--- src/rtl/cpu_core.sv ---
// cpu_core: multi-cycle MIPS-I subset core with a single shared memory bus.
//
// Ports
//   clk           : sole clock, all state changes on the rising edge
//   res           : synchronous active-high reset
//   db_addr       : byte address of the current bus request (bits [1:0] always 0)
//   db_dataOut    : store data, meaningful while db_accessType is W
//   db_dataIn     : read/fetch data, sampled at the end of the cycle after a transfer
//   db_accessType : 00 NONE, 01 R (data read), 10 W (data write), 11 X (fetch)
//   db_ready      : memory accepts the presented request this cycle
//
// Bus handshake: a request (db_accessType != NONE) is transferred on a rising
// edge where db_ready=1. Until then addr/data/type are held unchanged. The
// cycle after a transfer always shows NONE, and read data for R/X is taken
// from db_dataIn at the end of that cycle.
//
// Instruction flow: FETCH (X@PC) -> IWAIT (latch IR) -> EXEC, then either
// back to FETCH, or MEM (R/W) -> MWAIT -> FETCH for LW/SW. All bus outputs
// are registers, loaded on the edge that enters the presenting state.
module cpu_core (
    input  logic        clk,
    input  logic        res,
    output logic [31:0] db_addr,
    output logic [31:0] db_dataOut,
    input  logic [31:0] db_dataIn,
    output logic [1:0]  db_accessType,
    input  logic        db_ready
);

    localparam logic [1:0] ACC_NONE = 2'b00;
    localparam logic [1:0] ACC_R    = 2'b01;
    localparam logic [1:0] ACC_W    = 2'b10;
    localparam logic [1:0] ACC_X    = 2'b11;

    localparam logic [5:0] OP_RTYPE = 6'h00;
    localparam logic [5:0] OP_J     = 6'h02;
    localparam logic [5:0] OP_BEQ   = 6'h04;
    localparam logic [5:0] OP_BNE   = 6'h05;
    localparam logic [5:0] OP_ADDI  = 6'h08;
    localparam logic [5:0] OP_LW    = 6'h23;
    localparam logic [5:0] OP_SW    = 6'h2B;

    localparam logic [5:0] FN_ADD = 6'h20;
    localparam logic [5:0] FN_SUB = 6'h22;
    localparam logic [5:0] FN_AND = 6'h24;
    localparam logic [5:0] FN_OR  = 6'h25;
    localparam logic [5:0] FN_SLT = 6'h2A;

    typedef enum logic [2:0] {
        S_FETCH = 3'd0,
        S_IWAIT = 3'd1,
        S_EXEC  = 3'd2,
        S_MEM   = 3'd3,
        S_MWAIT = 3'd4
    } state_t;

    state_t      state_q, state_d;
    logic [31:0] pc_q, pc_d;
    logic [31:0] ir_q, ir_d;
    logic [31:0] addr_q, addr_d;
    logic [31:0] dout_q, dout_d;
    logic [1:0]  acc_q, acc_d;
    logic [31:0] regs_q [32];

    // register file write port, resolved in the combinational block
    logic        rf_we;
    logic [4:0]  rf_waddr;
    logic [31:0] rf_wdata;

    // instruction fields
    logic [5:0]  op;
    logic [4:0]  rs, rt, rd;
    logic [5:0]  funct;
    logic [31:0] imm_sext;
    logic [31:0] rs_val, rt_val;
    logic [31:0] pc_plus4;
    logic [31:0] eff_addr;
    logic        xfer;

    assign op       = ir_q[31:26];
    assign rs       = ir_q[25:21];
    assign rt       = ir_q[20:16];
    assign rd       = ir_q[15:11];
    assign funct    = ir_q[5:0];
    assign imm_sext = {{16{ir_q[15]}}, ir_q[15:0]};
    assign rs_val   = (rs == 5'd0) ? 32'd0 : regs_q[rs];
    assign rt_val   = (rt == 5'd0) ? 32'd0 : regs_q[rt];
    assign pc_plus4 = pc_q + 32'd4;
    assign eff_addr = rs_val + imm_sext;
    assign xfer     = (acc_q != ACC_NONE) && db_ready;

    assign db_addr       = addr_q;
    assign db_dataOut    = dout_q;
    assign db_accessType = acc_q;

    always_comb begin
        state_d  = state_q;
        pc_d     = pc_q;
        ir_d     = ir_q;
        addr_d   = addr_q;
        dout_d   = dout_q;
        acc_d    = acc_q;
        rf_we    = 1'b0;
        rf_waddr = 5'd0;
        rf_wdata = 32'd0;

        case (state_q)
            S_FETCH: begin
                if (acc_q == ACC_NONE) begin
                    // only reached straight after reset: raise the first fetch
                    acc_d  = ACC_X;
                    addr_d = pc_q;
                end else if (xfer) begin
                    acc_d   = ACC_NONE;
                    state_d = S_IWAIT;
                end
            end

            S_IWAIT: begin
                ir_d    = db_dataIn;
                state_d = S_EXEC;
            end

            S_EXEC: begin
                pc_d = pc_plus4;
                case (op)
                    OP_RTYPE: begin
                        rf_waddr = rd;
                        case (funct)
                            FN_ADD: begin rf_we = 1'b1; rf_wdata = rs_val + rt_val; end
                            FN_SUB: begin rf_we = 1'b1; rf_wdata = rs_val - rt_val; end
                            FN_AND: begin rf_we = 1'b1; rf_wdata = rs_val & rt_val; end
                            FN_OR:  begin rf_we = 1'b1; rf_wdata = rs_val | rt_val; end
                            FN_SLT: begin
                                rf_we    = 1'b1;
                                rf_wdata = ($signed(rs_val) < $signed(rt_val)) ? 32'd1 : 32'd0;
                            end
                            default: rf_we = 1'b0;
                        endcase
                    end
                    OP_ADDI: begin
                        rf_we    = 1'b1;
                        rf_waddr = rt;
                        rf_wdata = rs_val + imm_sext;
                    end
                    OP_BEQ: if (rs_val == rt_val) pc_d = pc_plus4 + {imm_sext[29:0], 2'b00};
                    OP_BNE: if (rs_val != rt_val) pc_d = pc_plus4 + {imm_sext[29:0], 2'b00};
                    OP_J:   pc_d = {pc_plus4[31:28], ir_q[25:0], 2'b00};
                    default: ;
                endcase

                if (op == OP_LW || op == OP_SW) begin
                    state_d = S_MEM;
                    addr_d  = {eff_addr[31:2], 2'b00};
                    if (op == OP_SW) begin
                        acc_d  = ACC_W;
                        dout_d = rt_val;
                    end else begin
                        acc_d = ACC_R;
                    end
                end else begin
                    // next fetch is presented directly from EXEC: 3 cycles/instr
                    state_d = S_FETCH;
                    acc_d   = ACC_X;
                    addr_d  = pc_d;
                end
            end

            S_MEM: begin
                if (xfer) begin
                    acc_d   = ACC_NONE;
                    state_d = S_MWAIT;
                end
            end

            S_MWAIT: begin
                if (op == OP_LW) begin
                    rf_we    = 1'b1;
                    rf_waddr = rt;
                    rf_wdata = db_dataIn;
                end
                state_d = S_FETCH;
                acc_d   = ACC_X;
                addr_d  = pc_q;
            end

            default: begin
                state_d = S_FETCH;
                acc_d   = ACC_NONE;
            end
        endcase
    end

    always_ff @(posedge clk) begin
        if (res) begin
            state_q <= S_FETCH;
            pc_q    <= 32'd0;
            ir_q    <= 32'd0;
            addr_q  <= 32'd0;
            dout_q  <= 32'd0;
            acc_q   <= ACC_NONE;
            for (int i = 0; i < 32; i++) regs_q[i] <= 32'd0;
        end else begin
            state_q <= state_d;
            pc_q    <= pc_d;
            ir_q    <= ir_d;
            addr_q  <= addr_d;
            dout_q  <= dout_d;
            acc_q   <= acc_d;
            // $0 stays zero: writes to it are dropped here
            if (rf_we && rf_waddr != 5'd0) regs_q[rf_waddr] <= rf_wdata;
        end
    end

endmodule

--- config.mk ---
export PLATFORM = sky130hd
export DESIGN_NAME = cpu_core
export DESIGN_NICKNAME = d
export VERILOG_FILES = /design/src/rtl/cpu_core.sv
export SDC_FILE = /design/constraint.sdc
export NUM_CORES = 2
export LEC_CHECK = 0
export CORE_ASPECT_RATIO = 1.4
export CORE_MARGIN = 1
export CORE_UTILIZATION = 69
export DETAILED_ROUTE_END_ITERATION = 8
export PLACE_DENSITY_LB_ADDON = 0.15
export SYNTH_ARGS = -nofsm -noshare
export SYNTH_HDL_FRONTEND = slang
export SYNTH_SLANG_ARGS = --single-unit
--- constraint.sdc ---
create_clock -name clk -period 16.85 [get_ports clk]
set_input_delay 2.5275 -clock clk [delete_from_list [all_inputs] [get_ports clk]]
set_output_delay 2.5275 -clock clk [all_outputs]
set_load 0.01 [all_outputs]
==> flow_metrics.tcl <==
set metrics [dict create \
    status "complete, but fails checks" \
    violations "DRC" \
    synthTopCellsByArea "edfxtp_1 46%, mux4_2 22%, nor2_1 6.9%, dfxtp_1 4.3%, ha_1 3.1%" \
    core-area_um2 95400 \
    fmax_mhz 111 \
    holdBufCountCts 0 \
    period_needed_ns 9.03 \
    cts_buffer_depth 3 \
    ios 101 \
    syn_to_final_growth_pct 9.30 \
    grt_use_total_pct 52.0 \
    synth_cell_types 86 \
    wl_per_cell_um 38.4 \
    clock_skew_ns 0.0426 \
    clock_latency_ns 0.76 \
    final_common_cell "nor2_1" \
    postCtsSetupBuffers 0 \
    synth_compound_area_share_pct 7.66 \
    setup_tns_ns 0 \
    h-tree-depth 3 \
    yosys.area_share.simple_pct 11.4 \
    fin_crit_sh_pct 53.6 \
    cts.sinks 1167 \
    antenna_found_initial 16 \
    async_flop_share_pct 0 \
    synth_top_area_share_pct 46.2 \
    final_cell_mix "1209 x nor2_1, 1024 x edfxtp_1, 640 x mux4_2" \
    max-slew-margin-rel_pct 5.84 \
    grt_max_degree 95 \
    final-hold-violation-count 0 \
    grt_first_pass_wirelength_um 358000 \
    start_util_pct 69.7 \
    drv_slew 0 \
    vdd_drop_max_uv 140 \
    rows 134 \
    ys_ff_latch 1167 \
    layout.cells.non_filler 6573 \
    yosysTopAreaCell "edfxtp_1" \
    synth_xor_area_share_pct 1.08 \
    cp_data_required_time_ns 17.27 \
    syn_inst 5331 \
    hold_class "register to register" \
    cts_resized 0 \
    routed_wl_um 252000 \
    ys.warnings.count 0 \
    viasPerCell 8.05 \
    final-setup-viol-count 0 \
    clkTransAtPathRegs_ns 0.07 \
    hpwl_um 147000 \
    die_w_um 264 \
    tightest_slew_ns 1.40 \
    first_iter_violations 9425 \
    die-area_um2 97600 \
    rsz0062_at_grt "no" \
    synth-edff-count 1024 \
    drcViolationCount 9 \
    grt_pass1_vias 52820 \
    synth_seq_area_share_pct 50.6 \
    syn-cell-area_um2 66500 \
    synth_fa_ha_area_share_pct 3.23 \
    cts_tree "done" \
    num_vias 52906 \
    critPathKind "register to register" \
    power_density_nw_per_um2 111 \
    muxShareOfSynthArea_pct 22.7 \
    cts-buffers-inserted 108 \
    arrival_ns 9.45 \
    p_leak_nw 23.8 \
    crit_path_start_kind "register" \
    place_congestion 1.05 \
    die_h_um 369 \
    endpoint_kind "register" \
    synth_top_family_by_area "multiplexers" \
    ant_nets 0 \
    ys.flop_type "edfxtp_1" \
    placed_cells 6366 \
    cp_max_fo 55 \
    io_buffers 100 \
    grt-ovfl-total 0 \
    nNetsFinal 5456 \
    drtPass1Iterations 9 \
    cap_violations 0 \
    syn_avg_cell_area_um2 12.5 \
    drive_gt1_share_pct 20.6 \
    clockRootBuffer "clkbuf_16" \
]
-- critical path, cell delays in order (launching register included) --
cell and delay, ns:
dfxtp_4 0.96, buf_4 0.83, buf_4 0.74, mux4_2 0.36, mux4_2 0.32, mux2i_1 0.19
nor2_1 0.70, inv_1 0.15, ha_1 0.45, inv_1 0.16, o31ai_1 0.37, o21ai_0 0.32
a211oi_1 0.87, o31ai_1 0.21, a21oi_1 0.36, o21ai_0 0.14, a31oi_1 0.17, a211o_1 0.99
a31oi_1 0.29
-- final timing paths --
check | start | end | slack, ns | cells past startpoint
setup reg to reg | register | regs_q[15][31]$_SDFFCE_PN0P_ | 7.82 | 18
hold reg to reg | db_dataOut[9]$_SDFFE_PP0P_ | db_dataOut[9]$_SDFFE_PP0P_ | 0.45 | 2
setup / recovery | register | regs_q[15][31]$_SDFFCE_PN0P_ | 7.82 | 18
hold / removal | db_dataOut[9]$_SDFFE_PP0P_ | db_dataOut[9]$_SDFFE_PP0P_ | 0.45 | 2
-- final cells by class --
type / count / area (um^2)
clock inverters: 72 / 965
fillers: 5366 / 22700
well taps: 1224 / 1530
flip-flops and latches: 1167 / 33600
inverters: 117 / 439
diodes: 4 / 10.0
repair buffers: 254 / 2170
clock buffers: 131 / 2830
multi-input cells: 3604 / 31100
-- registers in the layout (all words and copies together) (netlist names), named ones only --
name,flops
pc_q,32
regs_q,1024
ir_q,32
db_dataOut,32
db_addr,32
state_q,3
db_accessType,2
-- synthesized netlist by cell type (all sizes together), types with 19 or more instances --
master  number
inv        117
a21oi      263
xor2        25
clkbuf     400
nand2      360
nand4       19
o21ai       98
ha         165
mux4       640
mux2i       57
edfxtp    1024
nor3        39
a31oi       47
nor2b       22
nand3       33
o21bai      24
dfxtp      143
o221ai      19
and3        24
xnor2       57
a221oi      26
a211oi      57
a21o        39
o211ai      20
nand2b      54
buf         74
nor2      1218
a22oi       21
-- through the flow --
step / hold slack, ns / utilization, % / setup slack (ns) / area, um^2 / power, mW
3_5_place_dp: 0.446 / 72.2 / 8.20 / 68900 / 5.29
3_3_place_gp: 0.441 / 72.2 / 8.23 / 68900 / 5.26
5_1_grt: 0.471 / 76.2 / 7.46 / 72700 / 8.17
6_report: 0.451 / 76.2 / 7.82 / 72700 / 8.04
4_1_cts: 0.455 / 76.2 / 8.10 / 72700 / 7.91
2_1_floorplan: 0.429 / - / 9.82 / 66600 / 4.63
-- routing by layer --
metal	wire length, um	up-vias	share of wire, %	track usage [%]
met5	255	-	0.10	0.200
met4	26500	20	10	42.0
met3	39900	1839	16	18.7
met2	114000	6002	45	79.8
met1	71600	25093	28	58.9
li1	-	19952	-	-
-- power by group --
group | switching, mW | total [mW] | internal (mW) | leakage, nW
registers | 0.133 | 3.39 | 3.25 | 11.7
clock network | 1.18 | 2.69 | 1.51 | 1.81
logic | 1.24 | 1.97 | 0.732 | 10.2
total | 2.55 | 8.04 | 5.50 | 23.8
-- cell families after synthesis --
| group | Yosys count |
|---|---|
| buf+inv | 591 |
| flops | 1167 |
| other cells | 1 |
| simple gates | 1840 |
| fa+ha+maj | 169 |
| xor+xnor | 82 |
| compound gates | 773 |
| mux | 708 |
Note: power is estimated with default switching activity, not from simulation.
